===== config.mk =====
export PLATFORM = sky130hd
export DESIGN_NAME = mc_controller
export DESIGN_NICKNAME = d
export VERILOG_FILES = /design/src/rtl/mc_controller.sv
export SDC_FILE = /design/constraint.sdc
export NUM_CORES = 1
export LEC_CHECK = 0
export CAP_MARGIN = 10
export CORE_MARGIN = 2
export CORE_UTILIZATION = 41
export DETAILED_ROUTE_END_ITERATION = 10
export GPL_ROUTABILITY_DRIVEN = 0
export GPL_TIMING_DRIVEN = 0
export PLACE_DENSITY = 0.87
export SYNTH_ARGS = -nofsm -noshare
export SYNTH_HDL_FRONTEND = slang
export SYNTH_SLANG_ARGS = --single-unit

===== constraint.sdc =====
create_clock -name clk -period 2.7 [get_ports clk]
set_input_delay 0.675 -clock clk [delete_from_list [all_inputs] [get_ports clk]]
set_output_delay 0.675 -clock clk [all_outputs]
set_load 0.005 [all_outputs]

===== src/rtl/mc_controller.sv =====
// mc_controller: multicycle RISC-V control FSM with parameterised fetch wait.
// Optional macro MC_CTRL_TRAP_EN adds a sticky TRAP state for illegal opcodes.
module mc_controller #(
    parameter int FETCH_WAIT = 0
) (
    input  logic       clk,
    input  logic       rst,
    input  logic [6:0] op,
    input  logic [2:0] funct3,
    input  logic       funct7b5,
    input  logic       zero,
    input  logic       neg,
    output logic       pc_write,
    output logic       adr_src,
    output logic       mem_write,
    output logic       ir_write,
    output logic       reg_write,
    output logic [1:0] result_src,
    output logic [1:0] alu_src_a,
    output logic [1:0] alu_src_b,
    output logic [2:0] alu_control,
    output logic [2:0] imm_src,
    output logic       instr_done,
    output logic       trap
);

    localparam logic [6:0] OP_LOAD  = 7'b0000011;
    localparam logic [6:0] OP_STORE = 7'b0100011;
    localparam logic [6:0] OP_R     = 7'b0110011;
    localparam logic [6:0] OP_I     = 7'b0010011;
    localparam logic [6:0] OP_JAL   = 7'b1101111;
    localparam logic [6:0] OP_JALR  = 7'b1100111;
    localparam logic [6:0] OP_BR    = 7'b1100011;
    localparam logic [6:0] OP_LUI   = 7'b0110111;

    localparam logic [2:0] ALU_ADD = 3'b000;
    localparam logic [2:0] ALU_SUB = 3'b001;
    localparam logic [2:0] ALU_AND = 3'b010;
    localparam logic [2:0] ALU_OR  = 3'b011;
    localparam logic [2:0] ALU_XOR = 3'b100;
    localparam logic [2:0] ALU_SLT = 3'b101;

    typedef enum logic [3:0] {
        FETCH, DECODE, MEMADR, MEMREAD, MEMWB, MEMWRITE,
        EXECR, EXECI, ALUWB, JAL, JALR, JALR2, BRANCH, LUI
`ifdef MC_CTRL_TRAP_EN
        , TRAP
`endif
    } state_t;

    state_t     state;
    state_t     state_n;
    state_t     illegal_st;
    logic [1:0] wcnt;
    logic       fetch_last;
    logic       is_load, is_store, is_r, is_i;
    logic       is_jal, is_jalr, is_br, is_lui;
    logic       taken;
    logic [2:0] alu_dec;

    assign fetch_last = (wcnt == 2'(FETCH_WAIT));

    assign is_load  = (op == OP_LOAD);
    assign is_store = (op == OP_STORE);
    assign is_r     = (op == OP_R);
    assign is_i     = (op == OP_I);
    assign is_jal   = (op == OP_JAL);
    assign is_jalr  = (op == OP_JALR);
    assign is_br    = (op == OP_BR);
    assign is_lui   = (op == OP_LUI);

`ifdef MC_CTRL_TRAP_EN
    assign illegal_st = TRAP;
`else
    assign illegal_st = FETCH;
`endif

    always_comb begin
        alu_dec = ALU_ADD;
        unique case (funct3)
            3'b000:  alu_dec = (is_r && funct7b5) ? ALU_SUB : ALU_ADD;
            3'b010:  alu_dec = ALU_SLT;
            3'b100:  alu_dec = ALU_XOR;
            3'b110:  alu_dec = ALU_OR;
            3'b111:  alu_dec = ALU_AND;
            default: alu_dec = ALU_ADD;
        endcase
    end

    always_comb begin
        taken = 1'b0;
        unique case (funct3)
            3'b000:  taken = zero;
            3'b001:  taken = !zero;
            3'b100:  taken = neg;
            3'b101:  taken = !neg;
            default: taken = 1'b0;
        endcase
    end

    // wait counter only advances while FETCH is stalled on memory
    always_ff @(posedge clk or posedge rst) begin
        if (rst) begin
            state <= FETCH;
            wcnt  <= '0;
        end else begin
            state <= state_n;
            if (state == FETCH && !fetch_last)
                wcnt <= wcnt + 2'd1;
            else
                wcnt <= '0;
        end
    end

    always_comb begin
        state_n = state;
        unique case (state)
            FETCH:    state_n = fetch_last ? DECODE : FETCH;
            DECODE: begin
                unique case (1'b1)
                    is_load, is_store: state_n = MEMADR;
                    is_r:              state_n = EXECR;
                    is_i:              state_n = EXECI;
                    is_jal:            state_n = JAL;
                    is_jalr:           state_n = JALR;
                    is_br:             state_n = BRANCH;
                    is_lui:            state_n = LUI;
                    default:           state_n = illegal_st;
                endcase
            end
            MEMADR:   state_n = is_store ? MEMWRITE : MEMREAD;
            MEMREAD:  state_n = MEMWB;
            MEMWB:    state_n = FETCH;
            MEMWRITE: state_n = FETCH;
            EXECR:    state_n = ALUWB;
            EXECI:    state_n = ALUWB;
            ALUWB:    state_n = FETCH;
            JAL:      state_n = ALUWB;
            JALR:     state_n = JALR2;
            JALR2:    state_n = ALUWB;
            BRANCH:   state_n = FETCH;
            LUI:      state_n = FETCH;
`ifdef MC_CTRL_TRAP_EN
            TRAP:     state_n = TRAP;
`endif
            default:  state_n = FETCH;
        endcase
    end

    always_comb begin
        pc_write    = 1'b0;
        adr_src     = 1'b0;
        mem_write   = 1'b0;
        ir_write    = 1'b0;
        reg_write   = 1'b0;
        result_src  = 2'b00;
        alu_src_a   = 2'b00;
        alu_src_b   = 2'b00;
        alu_control = ALU_ADD;
        imm_src     = 3'b000;
        trap        = 1'b0;
        unique case (state)
            FETCH: begin
                alu_src_b  = 2'b10;
                result_src = 2'b10;
                ir_write   = fetch_last;
                pc_write   = fetch_last;
            end
            DECODE: begin
                alu_src_a = 2'b01;
                alu_src_b = 2'b01;
                imm_src   = is_jal ? 3'b011 : 3'b010;
            end
            MEMADR: begin
                alu_src_a = 2'b10;
                alu_src_b = 2'b01;
                imm_src   = is_store ? 3'b001 : 3'b000;
            end
            MEMREAD:  adr_src = 1'b1;
            MEMWB: begin
                result_src = 2'b01;
                reg_write  = 1'b1;
            end
            MEMWRITE: begin
                adr_src   = 1'b1;
                mem_write = 1'b1;
            end
            EXECR: begin
                alu_src_a   = 2'b10;
                alu_control = alu_dec;
            end
            EXECI: begin
                alu_src_a   = 2'b10;
                alu_src_b   = 2'b01;
                alu_control = alu_dec;
            end
            ALUWB:    reg_write = 1'b1;
            JAL, JALR2: begin
                alu_src_a = 2'b01;
                alu_src_b = 2'b10;
                pc_write  = 1'b1;
            end
            JALR: begin
                alu_src_a = 2'b10;
                alu_src_b = 2'b01;
            end
            BRANCH: begin
                alu_src_a   = 2'b10;
                alu_control = ALU_SUB;
                pc_write    = taken;
            end
            LUI: begin
                imm_src    = 3'b100;
                result_src = 2'b11;
                reg_write  = 1'b1;
            end
`ifdef MC_CTRL_TRAP_EN
            TRAP:     trap = 1'b1;
`endif
            default: ;
        endcase
        instr_done = (state != FETCH) && (state_n == FETCH);
        // reset holds every side-effecting strobe low
        if (rst) begin
            pc_write   = 1'b0;
            ir_write   = 1'b0;
            mem_write  = 1'b0;
            reg_write  = 1'b0;
            instr_done = 1'b0;
            trap       = 1'b0;
        end
    end

endmodule


# Word level (Yosys, flattened, before mapping)
# Index checks and enable logic that the tools add are counted.
[classes]
n_addsub = 1
multipliers = 0
div_mod_pow = 0
magnitude_cmp = 0
eq_ne = 27
n_shift = 0
muxes = 25
n_bitwise = 0
n_reduce_logical = 21
[op_table]
columns = ["op", "count"]
rows = [
  ["$pmux 4 s7", 1],
  ["$eq 4x4->1 const B", 6],
  ["$pmux 4 s6", 1],
  ["$eq 7x6->1 const B", 3],
  ["$eq 7x7->1 const B", 3],
  ["$eq 4x3->1 const B", 4],
  ["$pmux 3 s5", 1],
  ["$mux 1", 13],
  ["$eq 3x3->1 const B", 4],
  ["$pmux 3 s3", 1],
  ["$reduce_or 3->1", 3],
  ["$eq 4x2->1 const B", 2],
  ["$logic_not 4->1", 2],
  ["$pmux 2 s2", 2],
  ["$reduce_or 2->1", 4],
  ["$reduce_or 4->1", 2],
  ["$eq 7x2->1 const B", 1],
  ["$eq 7x5->1 const B", 1],
  ["$pmux 2 s3", 1],
  ["$pmux 3 s2", 1],
  ["$reduce_or 5->1", 1],
  ["$eq 4x1->1 const B", 1],
  ["$pmux 1 s4", 1],
  ["$reduce_bool 4->1", 1],
  ["other kinds (10)", 14],
]
[totals]
register_bits = 6
latchBits = 0
mem_bits_rw = 0
romBits = 0
in_bits = 15
output_inout_bits = 19
elab_cells = 76
mem_count = 0

# Longest topological paths before layout
# Gate-level depths: netlist (run 1).
[logic_depth]
ltp_word = 7
mapped_depth = 5
depth_no_buf = 5

# Worst setup path before layout (run 1)
# Ideal clock, no wire load.
[synth_timing]
path_kind = "input -> output"
from = "in op[2]"
to = "out instr_done"
arrival_ns = 1.727
required_time_ns = 2.025
slack_ns = 0.298
stages = 4
path_buffers = 0
path_cell_list = "nand4bb_4 > or4_1 > a22o_1 > nor4_2"
[synth_between]
elab_chain_len = 7
word_cells_on_any_way = 15
classes_between = "8 x eq/ne; 4 x mux; 3 x reduce/logical"
[synth_rtl]
columns = ["element", "line_no", "rtl"]
rows = [
  ["start: declaration", "8", "input logic [6:0] op,"],
  ["$eq 7x2->1 / $eq 7x6->1 (equally long branches)", "63, 64", ""],
  ["$reduce_or 2->1", "120", "unique case (1'b1)"],
  ["$pmux 4 s7", "120", ""],
  ["$pmux 4 s6 *", "117", "unique case (state)"],
  ["net state_n[1]", "52", "state_t state_n;"],
  ["$logic_not 4->1 *", "222", "instr_done = (state != FETCH) && (state_n == FETCH);"],
  ["$logic_and 1x1->1 *", "222", ""],
  ["$mux 1 *", "224", "if (rst) begin"],
  ["end: declaration", "23", "output logic instr_done,"],
]
# Mark *: on every way through the listed nets, which the timed path passes. The rest lies on a longest branch.

# Final worst setup path (run 1)
# Ends and elaborated chain as after synthesis.

==> impl_metrics.ini, run 1 <==
[run_status]
run_status = complete, but fails checks
failed_checks = setup timing

[synth]
synth_largest_type_area_fraction = 0.197
ys_async_sr_fraction = 1.00
postSynthAreaPerCell_um2 = 7.47
ys_seq_area_frac = 0.197
synth_enable_flop_cells = 0
syn-instance-count = 102
synth_area_leaders = sky130_fd_sc_hd__dfrtp_1, sky130_fd_sc_hd__nor3_1, sky130_fd_sc_hd__nand2b_1
postSynthRegisterBits = 6
synth_nets = 118
largest_area_contributor_in_the_synthesized_netlist = sky130_fd_sc_hd__dfrtp_1
dominant_register_cell_in_the_synthesized_netlist = sky130_fd_sc_hd__dfrtp_1
yosysWarningCount = 0
ys_types = 39
syn-cell-area_um2 = 762

[flow_run]
cap_viol_max_count = 0

[routing]
number_of_drc_markers_in_iteration_0 = 20
drt.antenna.violating_nets = 0
via_count = 919
detail_route.drc_violations = 0
avgRoutedWirePerCell_um = 13.6
final_routed_wirelength_across_all_metal_layers_mm = 2.22
routed_via_density = 5.64
detailed_routing_iteration_count_for_the_pre_antenna_repair_pass = 4

[floorplan]
die_x_um = 47.1
floorplan.initialDensity = 0.437
io_pins = 34
chipHeight_um = 47.1
dieArea_um2 = 2220
rows = 15
core_area_um2 = 1750

[timing]
timing.final.ws_setup_ns = -0.0219
setup-tns-final_ns = -0.0219
final.min_clock_period_ns = 2.72
finalSetupViolCount = 1
rsz0062_at_grt = yes
final_hold_viol_count = 0
period_share = 1.01
final.setup_skew_ns = 0.000320
timing.final.max_slew_violations = 0
hold_slack_ns = 0.427
fmax_mhz = 367

[critical_path]
worst-path-buf-inv = 2
critPathMaxFanout = 4
critical_path_arrival_ns = 2.05
critical_path_class = in -> out
critical_path.top_delay_family = simple AND/OR/NAND/NOR gates
startpoint_type = input pin
worst_path_max_delay_cell = sky130_fd_sc_hd__or4_4
cp_cell_sequence = buf_8 > nand4bb_4 > or4_4 > a22o_1 > nor4_2 > buf_2
crit_path_max_incr_delay_ns = 0.50
cp.required_ns = 2.03
worstSetupEndpointType = output pin

[grt]
first_global_vias = 797
global_route_usage_over_all_layers = 0.215
grt_util_met1 = 0.255
routing_usage_on_met3 = 0.0615
antenna_violations_before_repair = 0
grt_pass1_wl_mm = 3.42
most_congested_layer_reported_by_global_routing = met2
global_route.overflow_total = 0
groute.layer.met2.usage = 0.367
grt_start_max_net_pins = 11

[layout]
final_core_utilization = 0.675
areaGrowthSynthToFinish_pct = 54.5
post_route_cells_drive_above_1_share = 0.239
n_antenna_cell = 0
nets = 156

[placement]
dp_hpwl_mm = 1.63
numPortBuffers = 32

[power]
report.power.total_mw = 0.596
power.switching_fraction = 0.391
peakVddDrop_v = 0.000233
internal_power_mw = 0.363
power_frac_comb = 0.654
p_per_area_nw_per_um2 = 506
total_leakage_power_nw = 0.485
sequentialPowerShare = 0.203
power.clock.fraction = 0.143
switchingPower_mw = 0.233

[clock_network]
tritoncts_clock_tree = built
clock_transition_at_the_register_clock_pins_on_the_worst_setup_and_hold_paths_after_cts_ns = 0.04
worstSkewPairLatency_ns = 0.25
cts_made_buffers = 3
clock_tree.htree_level_count = 1
ctsRootBufferMaster = sky130_fd_sc_hd__clkbuf_4
cts_num_sinks = 6
clock_tree.buffer_depth = 2

[min_path]
hold_path.class = reg -> reg
-- layout make-up --
cell class                 instances  area (µm²)
tap                               25        31.3
buffer                             6        37.5
sequential                         6         151
clock buffer                       3        22.5
multi-input combinational         82         606
fill                             156         568
inverter                           7        26.3
timing repair buffer              34         303
-- through the flow --
| step | setup slack (ns) | area (µm²) | cells |
|---|---|---|---|
| after floorplan | 0.298 | 762 | 102 |
| after global placement | -0.820 | 1110 | 159 |
| after detailed placement | -0.871 | 1110 | 159 |
| after CTS | -0.218 | 1140 | 162 |
| after global routing | -0.0970 | 1180 | 163 |
| final | -0.0219 | 1180 | 163 |
-- flip-flops by register name, summed over array words and instances, names as in the netlist --
name / cells
state: 4
wcnt: 2
-- cell usage after synthesis (2+ instances only) --
master,number
sky130_fd_sc_hd__inv_1,7
sky130_fd_sc_hd__clkbuf_1,4
sky130_fd_sc_hd__nor2b_1,5
sky130_fd_sc_hd__o21ai_0,2
sky130_fd_sc_hd__nor3_1,10
sky130_fd_sc_hd__a31oi_1,2
sky130_fd_sc_hd__and3_1,2
sky130_fd_sc_hd__nor4_1,3
sky130_fd_sc_hd__nor2_1,7
sky130_fd_sc_hd__xnor2_1,4
sky130_fd_sc_hd__nor3b_1,4
sky130_fd_sc_hd__mux2i_1,2
sky130_fd_sc_hd__nand2_1,8
sky130_fd_sc_hd__a21oi_1,3
sky130_fd_sc_hd__o211ai_1,2
sky130_fd_sc_hd__nand2b_1,7
sky130_fd_sc_hd__o22ai_1,2
sky130_fd_sc_hd__o31a_1,2
sky130_fd_sc_hd__dfrtp_1,6
-- kinds of logic after synthesis --
kind of cell,Yosys count,share of synthesized area
AND/OR/NAND/NOR,54,0.443
AO/OA/AOI/OAI,19,0.179
buffers and inverters,14,0.0755
flip-flops,6,0.197
XOR/XNOR,5,0.0575
multiplexers,2,0.0263
adder cells (fa/ha/maj),1,0.0164
other,1,0.00492
-- power groups by stage --
stage	registers, mW	clock network, mW	logic, mW
2_1_floorplan	0.111	0	0.202
3_3_place_gp	0.113	0	0.375
3_5_place_dp	0.114	0	0.382
4_1_cts	0.114	0.0864	0.376
5_1_grt	0.124	0.0942	0.429
6_report	0.121	0.0853	0.390
-- routing by layer --
metal | up-vias | share of wire
met5 | - | 0
met4 | 0 | 0.012
met3 | 5 | 0.056
met2 | 39 | 0.53
met1 | 435 | 0.40
li1 | 440 | -
-- path summary, 6_finish.rpt --
kind	from	end	slack, ns	cells after the start
max	op[2]	instr_done	-0.02	6
max reg2reg	state[3]	state[3]	1.27	3
min	wcnt[0]	wcnt[0]	0.43	1
max in group asynchronous	rst	state[3]	1.67	2
min reg2reg	wcnt[0]	wcnt[0]	0.43	1
min in group asynchronous	rst	state[0]	0.81	2
-- placed cells by master, fill, tap and decap left out, drive strengths merged, types with 5 or more instances in the layout --
cell type	instances
inv	7
clkbuf	14
dfrtp	6
nor2	7
nand2	8
clkdlybuf4s50	20
nor2b	5
nand2b	7
buf	6
nor3	10
-- repair_timing --
item | in CTS | in global routing
endpoints found under the setup margin | 10 | 13
hold buffers | 0 | 0
pin swaps | 3 | 4
resized for setup | 21 | 37
buffers inserted | 0 | 2
(Power assumes the default switching activity.)
==> run 2, diff against run 1 <==
--- a/config.mk
+++ b/config.mk
@@ -6,12 +6,13 @@
 export NUM_CORES = 1
 export LEC_CHECK = 0
 export CAP_MARGIN = 10
-export CORE_MARGIN = 2
-export CORE_UTILIZATION = 41
+export CORE_AREA = 2 2 39 41
 export DETAILED_ROUTE_END_ITERATION = 10
+export DIE_AREA = 0 0 41 43
+export DONT_BUFFER_PORTS = 1
 export GPL_ROUTABILITY_DRIVEN = 0
 export GPL_TIMING_DRIVEN = 0
-export PLACE_DENSITY = 0.87
+export PLACE_DENSITY = 0.81
 export SYNTH_ARGS = -nofsm -noshare
 export SYNTH_HDL_FRONTEND = slang
 export SYNTH_SLANG_ARGS = --single-unit
==> impl_metrics.ini, run 2 (synthesized netlist as in run 1, its figures left out) <==
[grt]
grt_pass1_wl_mm = 2.86
first_global_vias = 702
global_route_usage_over_all_layers = 0.230
antenna_violations_before_repair = 0
grt_start_max_net_pins = 11
global_route.overflow_total = 0

[critical_path]
worstRegToRegCells = 4
cp_cell_sequence = clkbuf_1 > or4_1 > a22o_1 > nor4_2
worstSetupEndpointType = output pin
regToRegSetupSlack_ns = 1.12
worstReg2RegStart = state[3]
startpoint_type = flop
critical_path_source = state[3]
crit_path_max_incr_delay_ns = 0.55
worst_path_max_delay_cell = sky130_fd_sc_hd__or4_1
critPathMaxFanout = 10
worstReg2RegEnd = state[3]
critical_path_arrival_ns = 1.84
cp.required_ns = 2.03
critical_path_class = reg -> out

[timing]
final_hold_viol_count = 0
period_share = 0.930
final.setup_skew_ns = 0.00297
finalSetupViolCount = 0
fmax_mhz = 398
setup-tns-final_ns = 0
timing.final.max_slew_violations = 0
final.min_clock_period_ns = 2.51
rsz0062_at_grt = no

[power]
report.power.total_mw = 0.438
total_leakage_power_nw = 0.312
peakVddDrop_v = 0.000434
p_per_area_nw_per_um2 = 544

[layout]
nets = 123
areaGrowthSynthToFinish_pct = 5.58
layout_commonest_cell = sky130_fd_sc_hd__nor3_1
layout.cells.most_common_list = sky130_fd_sc_hd__nor3_1, sky130_fd_sc_hd__nand2_1, sky130_fd_sc_hd__inv_1, sky130_fd_sc_hd__nand2b_1, sky130_fd_sc_hd__nor2_1
reg.largest.list = state x4, wcnt x2
max_reg_flops = 4
fillCellCount = 137
post_route_cells_drive_above_1_share = 0.0762
largest_register = state
n_antenna_cell = 0

[clock_network]
clock_tree.buffer_depth = 2
cts-resized-gates = 0
clock_tree.htree_level_count = 1
tritoncts_clock_tree = built
clock_transition_at_the_register_clock_pins_on_the_worst_setup_and_hold_paths_after_cts_ns = 0.05
worstSkewPairLatency_ns = 0.25
hold_fix_buffers_cts = 0
cts_num_sinks = 6
ctsRootBufferMaster = sky130_fd_sc_hd__clkbuf_4
number_of_buffers_added_for_setup_after_cts = 0
cts_made_buffers = 3

[placement]
numPortBuffers = 0
dp_hpwl_mm = 1.34

[routing]
routed_via_density = 6.26
via_count = 758
detailed_routing_iteration_count_for_the_pre_antenna_repair_pass = 4
number_of_drc_markers_in_iteration_0 = 32
avgRoutedWirePerCell_um = 14.3
final_routed_wirelength_across_all_metal_layers_mm = 1.73
detail_route.drc_violations = 0
drt.antenna.violating_nets = 0

[floorplan]
floorplan.initialDensity = 0.551
rows = 14
io_pins = 34
core_area_um2 = 1380
chipHeight_um = 43
die_x_um = 41
dieArea_um2 = 1760

[min_path]
hold_path.class = in -> async

[flow_run]
cap_viol_max_count = 0

[run_status]
run_status = complete, no violations
## run 2: changes by cell type in the layout (fill, tap and decap cells not counted), sizes merged
cell           before  now
buf                 6    3
clkbuf             14    7
dlygate4sd2         3    0
clkdlybuf4s50      20    0
## run 2: final cells by class
type | count | area (µm²) | share of cell area
sequential | 6 | 150 | 0.187
buffer | 7 | 31.3 | 0.0389
inverter | 7 | 26.3 | 0.0327
multi-input combinational | 82 | 554 | 0.689
clock buffer | 3 | 22.5 | 0.0280
tap | 16 | 20.0 | 0.0249
## run 2: metrics by stage
| stage | hold WS (ns) | cell area (µm²) | utilization | instances | setup WS (ns) |
|---|---|---|---|---|---|
| 6_report | 0.236 | 805 | 0.581 | 121 | 0.189 |
| 5_1_grt | 0.250 | 805 | 0.581 | 121 | 0.0423 |
| 4_1_cts | 0.242 | 805 | 0.581 | 121 | 0.172 |
| 3_5_place_dp | 0.428 | 782 | 0.565 | 118 | 0.217 |
| 3_3_place_gp | 0.422 | 782 | 0.565 | 118 | 0.225 |
| 2_1_floorplan | 0.412 | 762 | - | 102 | 0.298 |
## run 2: worst max path at each step
stage	to	slack [ns]	cells past startpoint
2_1_floorplan	instr_done	0.30	4
3_3_place_gp	instr_done	0.23	4
3_5_place_dp	instr_done	0.22	4
4_1_cts	instr_done	0.17	5
5_1_grt	instr_done	0.04	5
6_report	instr_done	0.19	4
## run 2: routing by layer
layer,GRT usage,share of wire,vias up
met5,0,0,-
met4,0.0600,0,0
met3,0.0733,0.078,0
met2,0.356,0.51,31
met1,0.295,0.41,357
li1,-,-,370
## run 2: power breakdown
part / leakage [nW] / switching (mW) / internal [mW] / total [mW]
Sequential: 0.0812 / 0.0109 / 0.101 / 0.112
Clock: 0.0138 / 0.0327 / 0.0503 / 0.0830
Combinational: 0.217 / 0.149 / 0.0940 / 0.243
## run 2: worst max-delay path, delay by kind of cell, from the launching register on
kind                   cells  cell delay [ns]
buffers and inverters      1             0.21
flip-flops                 1             0.35
AND/OR/NAND/NOR            2             0.81
AO/OA/AOI/OAI              1             0.22
==> run 3, diff against run 2 <==
--- a/config.mk
+++ b/config.mk
@@ -6,13 +6,12 @@
 export NUM_CORES = 1
 export LEC_CHECK = 0
 export CAP_MARGIN = 10
-export CORE_AREA = 2 2 39 41
+export CORE_MARGIN = 2
+export CORE_UTILIZATION = 30
 export DETAILED_ROUTE_END_ITERATION = 10
-export DIE_AREA = 0 0 41 43
 export DONT_BUFFER_PORTS = 1
 export GPL_ROUTABILITY_DRIVEN = 0
 export GPL_TIMING_DRIVEN = 0
-export PLACE_DENSITY = 0.81
 export SYNTH_ARGS = -nofsm -noshare
 export SYNTH_HDL_FRONTEND = slang
 export SYNTH_SLANG_ARGS = --single-unit
==> impl_metrics.ini, run 3 (synthesized netlist as in run 1, its figures left out) <==
[timing]
final.min_clock_period_ns = 2.55
final.setup_skew_ns = 0.00344
rsz0062_at_grt = no
fmax_mhz = 393
finalSetupViolCount = 0
final_hold_viol_count = 0
setup-tns-final_ns = 0
period_share = 0.943
timing.final.ws_setup_ns = 0.155
timing.final.max_slew_violations = 0

[critical_path]
worstRegToRegCells = 4
startpoint_type = flop
worstReg2RegEnd = state[3]
cp_cell_sequence = clkbuf_1 > or4_1 > a22o_1 > nor4_2
critical_path_class = reg -> out
worst_path_max_delay_cell = sky130_fd_sc_hd__or4_1
critical_path_arrival_ns = 1.87
crit_path_max_incr_delay_ns = 0.56
worstReg2RegStart = state[3]
worstSetupEndpointType = output pin
regToRegSetupSlack_ns = 1.15
cp.required_ns = 2.03
critical_path.top_delay_family = simple AND/OR/NAND/NOR gates
worst-path-buf-inv = 1
critPathMaxFanout = 10

[layout]
max_reg_flops = 4
layout_commonest_cell = sky130_fd_sc_hd__nor3_1
n_antenna_cell = 0
multi_input_comb_area_um2 = 563
filler_free_cell_count_of_the_finished_design = 135
register_area_um2 = 150
largest_register = state
nets = 123
post_route_cells_drive_above_1_share = 0.0762
areaGrowthSynthToFinish_pct = 9.03
reg.largest.list = state x4, wcnt x2
fillCellCount = 272
layout.cells.most_common_list = sky130_fd_sc_hd__nor3_1, sky130_fd_sc_hd__nand2_1, sky130_fd_sc_hd__inv_1, sky130_fd_sc_hd__nand2b_1, sky130_fd_sc_hd__nor2_1
final_core_utilization = 0.342

[routing]
detailed_routing_iteration_count_for_the_pre_antenna_repair_pass = 4
final_routed_wirelength_across_all_metal_layers_mm = 1.88
via_count = 741
drt.antenna.violating_nets = 0
number_of_drc_markers_in_iteration_0 = 10
avgRoutedWirePerCell_um = 13.9
routed_via_density = 5.49
detail_route.drc_violations = 0

[power]
power_frac_comb = 0.562
peakVddDrop_v = 0.000259
internal_power_mw = 0.253
total_leakage_power_nw = 0.318
power.clock.fraction = 0.182
p_per_area_nw_per_um2 = 538
sequentialPowerShare = 0.256
power.switching_fraction = 0.434
switchingPower_mw = 0.194

[clock_network]
worstSkewPairLatency_ns = 0.24
clock_tree.buffer_depth = 2
tritoncts_clock_tree = built
cts_num_sinks = 6
clock_tree.htree_level_count = 1
number_of_buffers_added_for_setup_after_cts = 0
ctsRootBufferMaster = sky130_fd_sc_hd__clkbuf_4
cts_made_buffers = 3
clock_transition_at_the_register_clock_pins_on_the_worst_setup_and_hold_paths_after_cts_ns = 0.04

[min_path]
hold_path.class = in -> async

[grt]
first_global_vias = 675
grt_pass1_wl_mm = 2.99
antenna_violations_before_repair = 0
global_route_usage_over_all_layers = 0.141
grt_start_max_net_pins = 11
global_route.overflow_total = 0

[flow_run]
cap_viol_max_count = 0

[placement]
dp_hpwl_mm = 1.52
placement.setup.worst_slack_ns = 0.198
count_of_placed_standard_cells_including_taps = 132
numPortBuffers = 0

[run_status]
run_status = complete, no violations

[floorplan]
die_x_um = 54.4
floorplan.initialDensity = 0.313
io_pins = 34
chipHeight_um = 54.4
dieArea_um2 = 2960
rows = 18
core_area_um2 = 2430
==> run 3: cell count changes in the layout (fill, tap and decap cells not counted) <==
cell / change
sky130_fd_sc_hd__nor4b_2: -1
sky130_fd_sc_hd__nor4b_4: +1
==> run 3: power groups by stage <==
stage                     clock (mW)  sequential [mW]  combinational [mW]
after floorplan                    0            0.111               0.202
after global placement             0            0.113               0.242
after detailed placement           0            0.114               0.246
after CTS                     0.0841            0.113               0.247
after global routing          0.0941            0.116               0.283
final                         0.0812            0.114               0.251
==> run 3: what timing repair did <==
action	in CTS	in global routing
gates resized for setup	0	1
setup endpoints to repair	0	1
endpoints found under the hold margin	0	0
hold buffers	0	0
==> run 3: how the worst max path moves through the flow <==
stage / slack, ns / startpoint / depth (start not counted) / endpoint
2_1_floorplan: 0.30 / op[2] / 4 / instr_done
4_1_cts: 0.09 / state[3] / 5 / instr_done
6_report: 0.15 / state[3] / 4 / instr_done
3_5_place_dp: 0.20 / op[2] / 4 / instr_done
3_3_place_gp: 0.20 / op[2] / 4 / instr_done
5_1_grt: 0.007 / state[1] / 5 / instr_done
==> run 3: per-stage QoR <==
stage                     total power, mW  hold WS, ns  area, µm²
final                               0.447        0.239        831
after floorplan                     0.312        0.412        762
after detailed placement            0.360        0.427        800
after global routing                0.493        0.243        831
after global placement              0.355        0.423        800
after CTS                           0.443        0.242        822
==> run 3: layout make-up <==
cell class / count / area share
multi-input combinational: 82 / 0.678
inverter: 7 / 0.0316
buffer: 7 / 0.0377
sequential: 6 / 0.181
clock buffer: 3 / 0.0271
tap: 30 / 0.0452
==> run 3: metal layers <==
metal / track usage / vias to the layer above / routed length, µm
met5: 0 / - / 0
met4: 0.0375 / 0 / 19
met3: 0.0574 / 2 / 166
met2: 0.227 / 26 / 887
met1: 0.173 / 337 / 808
li1: - / 376 / -
